[config.mk]
export PLATFORM = sky130hd
export DESIGN_NAME = lane_result_framer
export DESIGN_NICKNAME = d
export VERILOG_FILES = /design/src/rtl/lane_pkg.sv /design/src/rtl/sync_fifo.sv /design/src/rtl/lane_result_framer.sv
export SDC_FILE = /design/constraint.sdc
export NUM_CORES = 1
export LEC_CHECK = 0
export BUFFER_PORTS_ARGS = -buffer_cell sky130_fd_sc_hd__buf_2
export CORE_MARGIN = 4
export CORE_UTILIZATION = 50
export DETAILED_ROUTE_END_ITERATION = 16
export GPL_TIMING_DRIVEN = 0
export PLACE_DENSITY = 0.68
export SETUP_SLACK_MARGIN = 0.3
export SLEW_MARGIN = 20
export SYNTH_ARGS = -nofsm -noshare
export SYNTH_HDL_FRONTEND = slang
export SYNTH_SLANG_ARGS = --single-unit
[constraint.sdc]
create_clock -name clk -period 2.4 [get_ports clk]
set_input_delay 0 -clock clk [delete_from_list [all_inputs] [get_ports clk]]
set_output_delay 0 -clock clk [all_outputs]
set_load 0.005 [all_outputs]
[src/rtl/lane_pkg.sv]
// Shared types for the lane-detection result path.
//   lane_result_t     : one lane result, {center, conf}
//   SYNC_BYTE_DEFAULT : default first byte of every serial frame
//   frame_state_e     : byte position of the framer FSM
package lane_pkg;

  typedef struct packed {
    logic [7:0] center;
    logic [7:0] conf;
  } lane_result_t;

  localparam logic [7:0] SYNC_BYTE_DEFAULT = 8'hA5;

  typedef enum logic [2:0] {
    ST_IDLE,
    ST_SYNC,
    ST_SEQ,
    ST_CENTER,
    ST_CONF,
    ST_CSUM
  } frame_state_e;

endpackage

[src/rtl/sync_fifo.sv]
// Single-clock show-ahead FIFO.
//   clk, rst     : clock, asynchronous active-high reset (empties the FIFO)
//   push, wdata  : write; caller guarantees !full, or a pop in the same cycle
//   pop          : read; caller guarantees !empty
//   rdata        : head entry, valid whenever !empty
//   full, empty  : occupancy flags
module sync_fifo #(
  parameter int WIDTH = 16,
  parameter int DEPTH = 4
) (
  input  logic             clk,
  input  logic             rst,
  input  logic             push,
  input  logic             pop,
  input  logic [WIDTH-1:0] wdata,
  output logic [WIDTH-1:0] rdata,
  output logic             full,
  output logic             empty
);

  localparam int AW = $clog2(DEPTH);

  logic [WIDTH-1:0] mem [DEPTH];
  // One extra wrap bit distinguishes full from empty when indices match.
  logic [AW:0]      wr_ptr, rd_ptr;

  assign empty = (wr_ptr == rd_ptr);
  assign full  = (wr_ptr[AW] != rd_ptr[AW]) && (wr_ptr[AW-1:0] == rd_ptr[AW-1:0]);
  assign rdata = mem[rd_ptr[AW-1:0]];

  always_ff @(posedge clk or posedge rst) begin
    if (rst) begin
      wr_ptr <= '0;
      rd_ptr <= '0;
    end else begin
      if (push) wr_ptr <= wr_ptr + 1'b1;
      if (pop)  rd_ptr <= rd_ptr + 1'b1;
    end
  end

  // Push into a full FIFO only happens together with a pop; the head slot
  // being overwritten has already been read combinationally this cycle.
  always_ff @(posedge clk) begin
    if (push) mem[wr_ptr[AW-1:0]] <= wdata;
  end

endmodule

[src/rtl/lane_result_framer.sv]
// Buffers lane results and serializes each into a 5-byte frame:
//   SYNC_BYTE, seq, center, conf, csum (csum = seq ^ center ^ conf).
//   clk, rst                   : clock, asynchronous active-high reset
//   result_valid/center/conf   : one-cycle result pulse from the controller
//   out_data/out_valid/out_ready : byte stream toward the UART
//   busy                       : frame in progress or results buffered
//   drop_count                 : saturating count of results lost to a full FIFO
module lane_result_framer
  import lane_pkg::*;
#(
  parameter int         FIFO_DEPTH = 4,
  parameter logic [7:0] SYNC_BYTE  = SYNC_BYTE_DEFAULT
) (
  input  logic       clk,
  input  logic       rst,
  input  logic       result_valid,
  input  logic [7:0] result_center,
  input  logic [7:0] result_conf,
  output logic [7:0] out_data,
  output logic       out_valid,
  input  logic       out_ready,
  output logic       busy,
  output logic [7:0] drop_count
);

  lane_result_t fifo_wdata, fifo_rdata;
  logic         fifo_full, fifo_empty, push, pop, drop, accept;

  frame_state_e state_q, state_d;
  lane_result_t frame_q, frame_d;
  logic [7:0]   seq_q, seq_d, csum_q, csum_d, data_q, data_d;
  logic         valid_q, valid_d;
  logic [7:0]   drop_q;

  assign fifo_wdata = '{center: result_center, conf: result_conf};

  // A full FIFO still takes a result when the head leaves in the same cycle.
  assign push   = result_valid && (!fifo_full || pop);
  assign drop   = result_valid && fifo_full && !pop;
  assign accept = valid_q && out_ready;

  sync_fifo #(
    .WIDTH ($bits(lane_result_t)),
    .DEPTH (FIFO_DEPTH)
  ) u_fifo (
    .clk   (clk),
    .rst   (rst),
    .push  (push),
    .pop   (pop),
    .wdata (fifo_wdata),
    .rdata (fifo_rdata),
    .full  (fifo_full),
    .empty (fifo_empty)
  );

  // Each state names the byte currently on out_data; out_data is loaded
  // with the next byte on the same edge that advances the state.
  always_comb begin
    state_d = state_q;
    frame_d = frame_q;
    seq_d   = seq_q;
    csum_d  = csum_q;
    data_d  = data_q;
    valid_d = valid_q;
    pop     = 1'b0;
    case (state_q)
      ST_IDLE: begin
        if (!fifo_empty) begin
          pop     = 1'b1;
          frame_d = fifo_rdata;
          csum_d  = seq_q ^ fifo_rdata.center ^ fifo_rdata.conf;
          data_d  = SYNC_BYTE;
          valid_d = 1'b1;
          state_d = ST_SYNC;
        end
      end
      ST_SYNC: if (accept) begin
        data_d  = seq_q;
        state_d = ST_SEQ;
      end
      ST_SEQ: if (accept) begin
        data_d  = frame_q.center;
        state_d = ST_CENTER;
      end
      ST_CENTER: if (accept) begin
        data_d  = frame_q.conf;
        state_d = ST_CONF;
      end
      ST_CONF: if (accept) begin
        data_d  = csum_q;
        state_d = ST_CSUM;
      end
      ST_CSUM: if (accept) begin
        valid_d = 1'b0;
        seq_d   = seq_q + 8'd1;
        state_d = ST_IDLE;
      end
      default: begin
        valid_d = 1'b0;
        state_d = ST_IDLE;
      end
    endcase
  end

  always_ff @(posedge clk or posedge rst) begin
    if (rst) begin
      state_q <= ST_IDLE;
      frame_q <= '0;
      seq_q   <= '0;
      csum_q  <= '0;
      data_q  <= '0;
      valid_q <= 1'b0;
    end else begin
      state_q <= state_d;
      frame_q <= frame_d;
      seq_q   <= seq_d;
      csum_q  <= csum_d;
      data_q  <= data_d;
      valid_q <= valid_d;
    end
  end

  always_ff @(posedge clk or posedge rst) begin
    if (rst)                           drop_q <= '0;
    else if (drop && drop_q != 8'hFF)  drop_q <= drop_q + 8'd1;
  end

  assign out_data   = data_q;
  assign out_valid  = valid_q;
  assign busy       = (state_q != ST_IDLE) || !fifo_empty;
  assign drop_count = drop_q;

endmodule

### After elaboration in Yosys (flattened, before gate mapping)

Memories as Yosys holds them, arrays and structs flattened.
Cells that the tools add are included.

* bits of input ports: 20
* register bits after elaboration: 58
* bits in writable memories: 64
* logic and storage cells: 74
* output and inout bits: 18
* memories: 1

Memories
* u_fifo.mem: depth 4, bits a word 16, read ports 1, clocked after Yosys merged registers in 0, write ports 1, line sync_fifo.sv:23 `logic [WIDTH-1:0] mem [DEPTH];`

* equality and inequality tests: 15
* bitwise gates (word level): 4
* $add $sub $neg: 4
* mux-type cells: 20
* reductions and logical operators: 20

Operator list (count)
* 2-to-1 mux 8 bit: 5
* one-hot mux 8 bit (5 select lines): 1
* 2-to-1 mux 3 bit: 6
* one-hot mux 3 bit (6 select lines): 1
* adder 8 x 1 -> 8 bit (second input constant): 2
* XOR 8 bit: 2
* inequality test 2 bit (second input constant): 6
* AND reduction 6 bit: 2
* inequality test 8 bit (second input constant): 1
* adder 3 x 1 -> 3 bit (second input constant): 2
* equality test 3 x 2 -> 1 bit (second input constant): 2
* equality test 3 bit (second input constant): 2
* logical AND 1 bit: 6
* 2-to-1 mux 1 bit: 6
* nonzero test 5 bit: 1
* AND reduction 2 bit: 2
* OR reduction 4 bit: 1
* equality test 3 x 1 -> 1 bit (second input constant): 1
* equality test 3 bit: 1
* logical NOT 1 bit: 3
* logical NOT 3 bit: 1
* one-hot mux 1 bit (3 select lines): 1
* AND reduction 3 bit: 1
* nonzero test 3 bit: 1
* other kinds (4): 6

### Longest topological paths before layout

Gate-level depths: netlist (run 1).

* word-level depth: 7
* depth in mapped cells: 7
* gate-level depth less buffers: 5

### Modules after synthesis

A second synthesis (run 1) with hierarchy kept.

* cells, all modules: 379
* area total of the unflattened synthesis: 5313.8 µm²

Modules (own cells, without submodules)
* sync_fifo: area an instance 2700.1 µm², times used 1, cells an instance 115, sequential area each 2072.0 µm²
* lane_result_framer: area an instance 2613.8 µm², times used 1, cells an instance 264, sequential area each 1301.2 µm²

### Least setup slack after synthesis (run 1)

OpenSTA, ideal clock, no wires.

* kind: flip-flop to flip-flop
* from: register u_fifo.rd_ptr[1]
* to: memory u_fifo.mem[3][0], enable pin
* library setup time: 0.375 ns
* buffers on the path: 1
* data required time: 2.025 ns
* clock period less this slack: 1.945 ns
* arrival time: 1.569 ns
* setup slack: 0.455 ns
* cell stages (with the launch flop): 5
* cell sequence: dfrtp_1 -> buf_2 -> xor2_2 -> o41a_1 -> and2_1

* word-level cells in the longest chain between the ends: 7
* elaborated cells on any way between the ends: 10
* those cells by class: eq/ne: 2; mux: 4; reduce/logical: 4

Ends and longest elaborated chain
* start: declaration: line sync_fifo.sv:25 `logic [AW:0] wr_ptr, rd_ptr;`
* start signal: assignment: line sync_fifo.sv:37 `if (pop) rd_ptr <= rd_ptr + 1'b1;`
* equality test 3 bit / equality test 2 bit (equally long branches): line sync_fifo.sv:27, sync_fifo.sv:28
* 2-to-1 mux 1 bit / logical AND 1 bit (equally long branches): line lane_result_framer.sv:68, sync_fifo.sv:28
* 2-to-1 mux 1 bit / logical NOT 1 bit (equally long branches): line lane_result_framer.sv:66, lane_result_framer.sv:38
* logical OR 1 bit *: line lane_result_framer.sv:38 `assign push = result_valid && (!fifo_full || pop);`
* logical AND 1 bit *: line lane_result_framer.sv:38
* 2-to-1 mux 1 bit *: line sync_fifo.sv:44 `if (push) mem[wr_ptr[AW-1:0]] <= wdata;`
* 2-to-1 mux 1 bit (not written as such) *: line sync_fifo.sv:44
* end: declaration: line sync_fifo.sv:23

Every way passes the cells marked *; elsewhere a longest branch is shown, timed or not.

### Worst setup path after layout (run 1)

* from: register u_fifo.rd_ptr[1]
* to: register frame_q[10] (netlist name)

* word-level cells in the longest chain between the ends: 3
* elaborated cells on any way between the ends: 4
* those cells by class: eq/ne: 1; bitwise: 1; reduce/logical: 1; memory: 1

Ends and longest elaborated chain
* equality test 3 bit: line sync_fifo.sv:27 `assign empty = (wr_ptr == rd_ptr);`
* NOT 1 bit (no source line)
* AND reduction 2 bit (no source line)
* end signal: assignment: line lane_result_framer.sv:115 `frame_q <= frame_d;`
* end: declaration: line lane_result_framer.sv:30 `lane_result_t frame_q, frame_d;`

Parallel ways exist; a longest one is shown, timed or not.
A chain may end at the register's enable or synchronous reset.

==> metrics, run 1 <==
Post-synth ARST share 47.5%; critical path launch point type register; critical path's largest stage delay 0.39 ns; Crit path max-delay family buffers and inverters; grt total ovfl 0; clock root cell clkbuf_8; Period minus WS final 1.99 ns; Power, Total 8.86 mW; endpoints failing hold 0; Area growth, synth to finish 21.9%; Post-synth top cells edfxtp_1 (64), dfrtp_1 (58), mux2_2 (23); crit path kind register to register; placed cells 514; Initial DRT Pass Iterations 4; largest net degree at the start of global routing 50; setup slack, reg-to-reg 0.41 ns; critical path fanouts, max 10; final WL 9900 microns; CTS max path bufs 2; via count 2,998; CP cell instances buf_2 > xor2_2 > o31ai_2 > clkbuf_4 > mux2_2; initial core utilization 51.6%; Hold Path Depth 2; top cell type's share of synthesized area 35.9%; flops & latches, synth 122; Critical Path Slowest Stage Cell o31ai_2; sequential fraction of the synthesis area 63.0%; period utilisation layout 82.9%; dominant synthesized flop cell edfxtp_1; hpwl dp 6420 microns; GR Layer Usage met1 24.0%; Setup crit end kind register; met2 Use GR 26.4%; cell taking the most area after synthesis edfxtp_1; Mapped Area 5350 sq um; CP arrival 2.38 ns; met3 Usage GRT 4.24%; Port Buffer Count 36; Slew headroom 66.8%; clk_lat worst skew 0.51 ns; synth top area cells edfxtp_1 (36%), dfrtp_1 (27%), mux2_2 (4.8%), mux4_2 (3.8%), mux4_1 (3.4%); share of cells above drive strength 1 30.2%; 1st-iter DRT viols 124; setup TNS 0 ns; Max VDD drop 0.000619 V; CP Data Required Time 2.79 ns; outcome completed; CORE AREA 10,400 sq um; worst path bufs/invs 2; pwr dens 1360 nW/um^2; most frequent cell after synthesis edfxtp_1; EDFF count, synth 64; final routed DRC violation total 0; GRT busiest layer met2; FF-to-FF End frame_q[10]$_DFFE_PP0P_; Placement Rows 37; Yosys Warn Count 0; Critical R2R Launch u_fifo.rd_ptr[1]$_DFFE_PP0P_; Clock Skew 0.00828 ns; Die Width 111 microns; post-route insts no fill 567; RSZ-0062 raised after global routing true; gr usage total 17.1%; Netlist cell types 48; ANT cells 0; Slew @ Worst Pin 0.498 ns; clock slew at reported path FFs 0.06 ns; max cap viols 0; Hold Crit Class input port to register; Layout Nets 445; first-pass GRT wire length 16,500 microns; fin. max-slew vios 0; die height 111 microns; CTS tree done; syn_nets 368; via density per instance 5.29; Final Setup Violations 0; CTS H-tree depth 4; Max Freq 503 MHz; Worst Reg-to-Reg Cells 5; Die Area 12,400 sq um; min-delay src result_conf[2]; hold path endpoint u_fifo.mem[2][2]$_DFFE_PP_; TritonCTS Buffers 17; Leak 2.62 nW; CTS sink cnt 122; vias in the first global route 3,129; initial antenna violation count 0; syn_area_per_cell 15.7 sq um; mean routed wirelength per cell 17.5 microns; Ports 38; post-route ant nets 0; Mapped Cells 341; RD Place Congestion 0.772
metrics by stage:
| stage | cell area (sq um) | util, % | setup WS, ns | hold slack [ns] |
|---|---|---|---|---|
| 6_report | 6520 | 62.9 | 0.411 | 0.232 |
| 5_1_grt | 6520 | 62.9 | 0.293 | 0.242 |
| 4_1_cts | 6510 | 62.8 | 0.335 | 0.217 |
| 3_5_place_dp | 5730 | 55.3 | -0.0396 | -0.0835 |
| 3_3_place_gp | 5700 | 55.0 | -0.0110 | 0.210 |
| 2_1_floorplan | 5350 | - | 0.455 | 0.0989 |
worst max path at each step:
stage	from	end	slack (ns)	cells after the start
global route	u_fifo.rd_ptr[1]$_DFFE_PP0P_	frame_q[10]$_DFFE_PP0P_	0.29	5
global placement	u_fifo.rd_ptr[1]$_DFFE_PP0P_	u_fifo.mem[3][7]$_DFFE_PP_	-0.01	4
CTS	u_fifo.rd_ptr[1]$_DFFE_PP0P_	frame_q[9]$_DFFE_PP0P_	0.33	5
floorplan	u_fifo.rd_ptr[1]$_DFFE_PP0P_	u_fifo.mem[3][0]$_DFFE_PP_	0.46	4
detailed placement	u_fifo.rd_ptr[1]$_DFFE_PP0P_	u_fifo.mem[1][7]$_DFFE_PP_	-0.04	4
finish	u_fifo.rd_ptr[1]$_DFFE_PP0P_	frame_q[10]$_DFFE_PP0P_	0.41	5
what timing repair did:
item,4_1_cts,5_1_grt
pin swaps,0,1
buffers inserted,0,1
hold buffers,20,0
resized for setup,9,1
setup endpoints to repair,66,72
hold endpoints to repair,133,0
cells by family after synthesis:
group	count (synthesis)	share of synthesized area [%]
mux	49	14.4
fa+ha+maj	7	1.64
buf+inv	22	2.60
xor+xnor	38	6.50
simple gates	63	6.78
compound gates	40	5.03
flops	122	63.0
registers in the layout, summed over array words and instances, names as in the netlist:
name           cells
seq_q              8
u_fifo.mem        64
out_data           8
u_fifo.wr_ptr      3
drop_count         8
csum_q             8
frame_q           16
out_valid          1
u_fifo.rd_ptr      3
state_q            3
per-layer routing:
layer	routed length, microns	vias up
li1	-	1447
met2	4690	56
met5	0	-
met3	318	11
met1	4790	1484
met4	101	0
cell usage in the layout (no fill, tap or decap), types with 8 or more instances in the layout:
cell type and instances:
mux4_2 9, mux2_2 23, buf_2 40, edfxtp_1 64, xor2_1 16, o21ai_0 11, dfrtp_1 58, xnor2_1 20
clkbuf_16 16, nand2_1 17, nand3_1 8, dlygate4sd3_1 20
worst reg2reg max path, stage by stage, from the launching register on:
cell	delay, ns
dfrtp_1	0.37
buf_2	0.21
xor2_2	0.21
o31ai_2	0.39
clkbuf_4	0.34
mux2_2	0.36
where the power goes:
part | internal, mW | switching (mW) | total (mW) | leakage (nW)
clock network | 1.48 | 0.934 | 2.41 | 0.277
registers | 2.89 | 0.340 | 3.23 | 1.31
logic | 1.57 | 1.65 | 3.22 | 1.04
layout make-up:
| type | count | area, sq um |
|---|---|---|
| Sequential cell | 122 | 3370 |
| Clock buffer | 17 | 414 |
| Multi-Input combinational cell | 197 | 1850 |
| Inverter | 6 | 25.0 |
| Fill cell | 781 | 3850 |
| Clock inverter | 15 | 151 |
| Tap cell | 136 | 170 |
| Buffer | 16 | 119 |
| Timing Repair Buffer | 58 | 415 |
(Power assumes the default switching activity.)
==> run 2, diff against run 1 <==
Settings changed: ABC_AREA set to 1, PLACE_DENSITY 0.68 to 0.7.
Clock period 2.4 ns to 1.8 ns, I/O delays scaled along.
==> run 2 against run 1 <==
Effect of this change:
- non-clock buffer count grew 46
- highest routed layer unchanged
- hold slack worse by 0.14 ns
- via count rose by 58%
- global-route usage up 5.6 points
- critical path type unchanged
==> metrics, run 2 <==
pre-CTS setup slack -0.0443 ns (-0.00470 ns); endpoints failing hold 0 (unchanged); mean routed wirelength per cell 16.2 microns (-7.3%); via density per instance 5.34 (+1.0%); Post-synth top cells nand2_1 (216), nand3_1 (90), edfxtp_1 (64); Leak 3.47 nW (+32%); crit path kind register to register; critical path launch point type register; Die Area 13,400 sq um (+7.8%); CP endpoint u_fifo.mem[0][4]$_DFFE_PP_; share of cells above drive strength 1 26.2% (-4.0 points); Layout Nets 759 (+71%); CP arrival 1.80 ns (-0.58 ns); syn_nets 643 (+75%); die height 116 microns (+3.8%); Max VDD drop 0.00115 V (+86%); synth top area cells edfxtp_1 (33%), dfrtp_1 (25%), nand2_1 (14%), nand3_1 (7.8%), inv_1 (2.1%); Netlist cell types 36 (-25%); flops & latches, synth 122 (unchanged); Initial DRT Pass Iterations 7 (+3); fin. max-slew vios 0 (unchanged); grt total ovfl 0 (unchanged); Fin Hold WS 0.0963 ns (-0.136 ns); Placement Rows 39 (+5.4%); top cell type's share of synthesized area 33.1% (-2.8 points); Final Setup Violations 0 (unchanged); largest net degree at the start of global routing 59 (+18%); final routed DRC violation total 0 (unchanged); CTS H-tree depth 4 (unchanged); Mapped Cells 616 (+81%); clk_lat worst skew 0.42 ns (-0.09 ns); Clock Skew 0.00756 ns (-0.000714 ns); Setup crit end kind register; Hold Crit Class input port to register; setup slack, reg-to-reg 0.13 ns (-0.28 ns); Mapped Area 5800 sq um (+8.4%); TritonCTS Buffers 17 (unchanged); critical path fanouts, max 8 (-2); CTS tree done; sequential fraction of the synthesis area 58.2% (-4.9 points); FF-to-FF End u_fifo.mem[0][4]$_DFFE_PP_; ANT cells 0 (unchanged); Ports 38 (unchanged); initial core utilization 51.0% (-0.60 points); pwr dens 1940 nW/um^2 (+43%); RSZ-0062 raised after global routing true; hpwl dp 8950 microns (+39%); Max Freq 598 MHz (+19%); commonest cells after routing, fill and taps aside nand2_1 (201), nand3_1 (84), edfxtp_1 (64), dfrtp_1 (57), buf_2 (38); dominant synthesized flop cell edfxtp_1; CTS max path bufs 2 (unchanged); 1st-iter DRT viols 331 (+170%); Slew @ Worst Pin 0.727 ns (+0.229 ns); clock slew at reported path FFs 0.06 ns (about the same); CP Data Required Time 1.93 ns (-0.86 ns); gr usage total 22.6% (+5.6 points); Final WS setup 0.126 ns (-0.284 ns); final WL 14,400 microns (+45%); cell taking the most area after synthesis edfxtp_1; vias in the first global route 4,607 (+47%); commonest non-fill, non-tap cell in the layout nand2_1; Slew headroom 51.5% (-15 points); Period minus WS final 1.67 ns (-0.316 ns); max cap viols 0 (unchanged); syn_area_per_cell 9.41 sq um (-40%); Worst Reg-to-Reg Cells 9 (+4); Critical R2R Launch state_q[1]$_DFFE_PP0P_; most frequent cell after synthesis nand2_1; via count 4,742 (+58%); Die Width 116 microns (+3.8%); RD Place Congestion 1.04 (+35%); crit path launch state_q[1]$_DFFE_PP0P_; first-pass GRT wire length 23,100 microns (+40%); Post-synth ARST share 47.5% (unchanged); initial antenna violation count 0 (unchanged); period utilisation layout 93.0% (+10 points); Area growth, synth to finish 33.2%; Layout Utilization 67.9% (+5.0 points); CTS sink cnt 122 (unchanged); Port Buffer Count 37 (+2.8%); Yosys Warn Count 0 (unchanged); clock root cell clkbuf_16; EDFF count, synth 64 (unchanged); outcome completed; post-route ant nets 0 (unchanged); max reg flops 64 (unchanged); CORE AREA 11,400 sq um (+9.6%)
## run 2: cell count changes in the layout (fill, tap and decap cells not counted), moves of 9 or more
| cell | delta |
|---|---|
| inv_1 | +24 |
| nand2_2 | +13 |
| xnor2_1 | -16 |
| nand2_1 | +184 |
| mux2_2 | -23 |
| nor2_1 | +10 |
| nand3_1 | +76 |
| buf_4 | +27 |
| nor2_4 | +11 |
| mux4_2 | -9 |
| buf_6 | +10 |
## run 2: worst min-delay path by stage
stage | from | end | slack, ns | cells past startpoint
floorplan | result_conf[0] | u_fifo.mem[0][0]$_DFFE_PP_ | 0.1 | 0
global placement | result_center[7] | u_fifo.mem[2][15]$_DFFE_PP_ | 0.21 | 1
detailed placement | rst | drop_count[7]$_DFFE_PP0P_ | 0.17 | 2
CTS | result_valid | u_fifo.wr_ptr[0]$_DFFE_PP0P_ | 0.08 | 5
global route | result_valid | u_fifo.wr_ptr[0]$_DFFE_PP0P_ | 0.1 | 5
finish | result_valid | u_fifo.wr_ptr[0]$_DFFE_PP0P_ | 0.1 | 5
## run 2: report_power, final
part	total (mW)	switching, mW	internal, mW
Clock	3.43	1.26	2.17
Sequential	4.43	0.547	3.89
Combinational	7.09	4.24	2.86
## run 2: worst max-delay path: stages, from the launching register on
cell and delay [ns]:
dfrtp_1 0.37, buf_6 0.12, nor2_4 0.14, nand2_4 0.09
nand3_4 0.08, o21ai_4 0.07, buf_12 0.14, nor2_4 0.12
buf_6 0.12, buf_12 0.12
## run 2: area by class of cell
cell class | count | area [sq um]
buffer | 23 | 200
clock buffer | 17 | 425
tap | 143 | 179
sequential | 122 | 3370
multi-input combinational | 430 | 2330
inverter | 41 | 194
fill | 832 | 3650
clock inverter | 15 | 178
timing repair buffer | 97 | 836
## run 2: layer usage
layer | GRT usage (%) | wire length (microns) | vias up
met2 | 37.6 | 7140 | 159
li1 | - | - | 2301
met5 | 0 | 0 | -
met1 | 28.6 | 6050 | 2248
met4 | 10.1 | 437 | 0
met3 | 5.01 | 730 | 34
## run 2: per-stage QoR
| stage | instance area [sq um] | cells | TNS [ns] | power [mW] |
|---|---|---|---|---|
| CTS | 7500 | 877 | 0 | 14.4 |
| global route | 7720 | 888 | 0 | 16.0 |
| detailed placement | 6230 | 796 | -1.98 | 9.89 |
| global placement | 6230 | 796 | -20.77 | 9.71 |
| finish | 7720 | 888 | 0 | 15.0 |
| floorplan | 5870 | 616 | 0 | 8.38 |
## run 2: logic make-up (layout without fill, tap and decap cells)
kind of cell	count (synthesis)	count (layout)	share of synthesized area, %
adder cells (fa/ha/maj)	7	7	1.51
XOR/XNOR	14	14	2.11
AO/OA/AOI/OAI	37	37	4.04
AND/OR/NAND/NOR	372	372	28.9
buffers and inverters	64	193	5.31
flip-flops	122	122	58.2
## run 2: timing repair
| item | 4_1_cts | 5_1_grt |
|---|---|---|
| hold endpoints to repair | 129 | 0 |
| gates resized for setup | 45 | 36 |
| hold buffers | 20 | 0 |
| cloned | 1 | 2 |
| endpoints found under the setup margin | 115 | 120 |
| setup buffers | 28 | 9 |
| pin swaps | 13 | 7 |
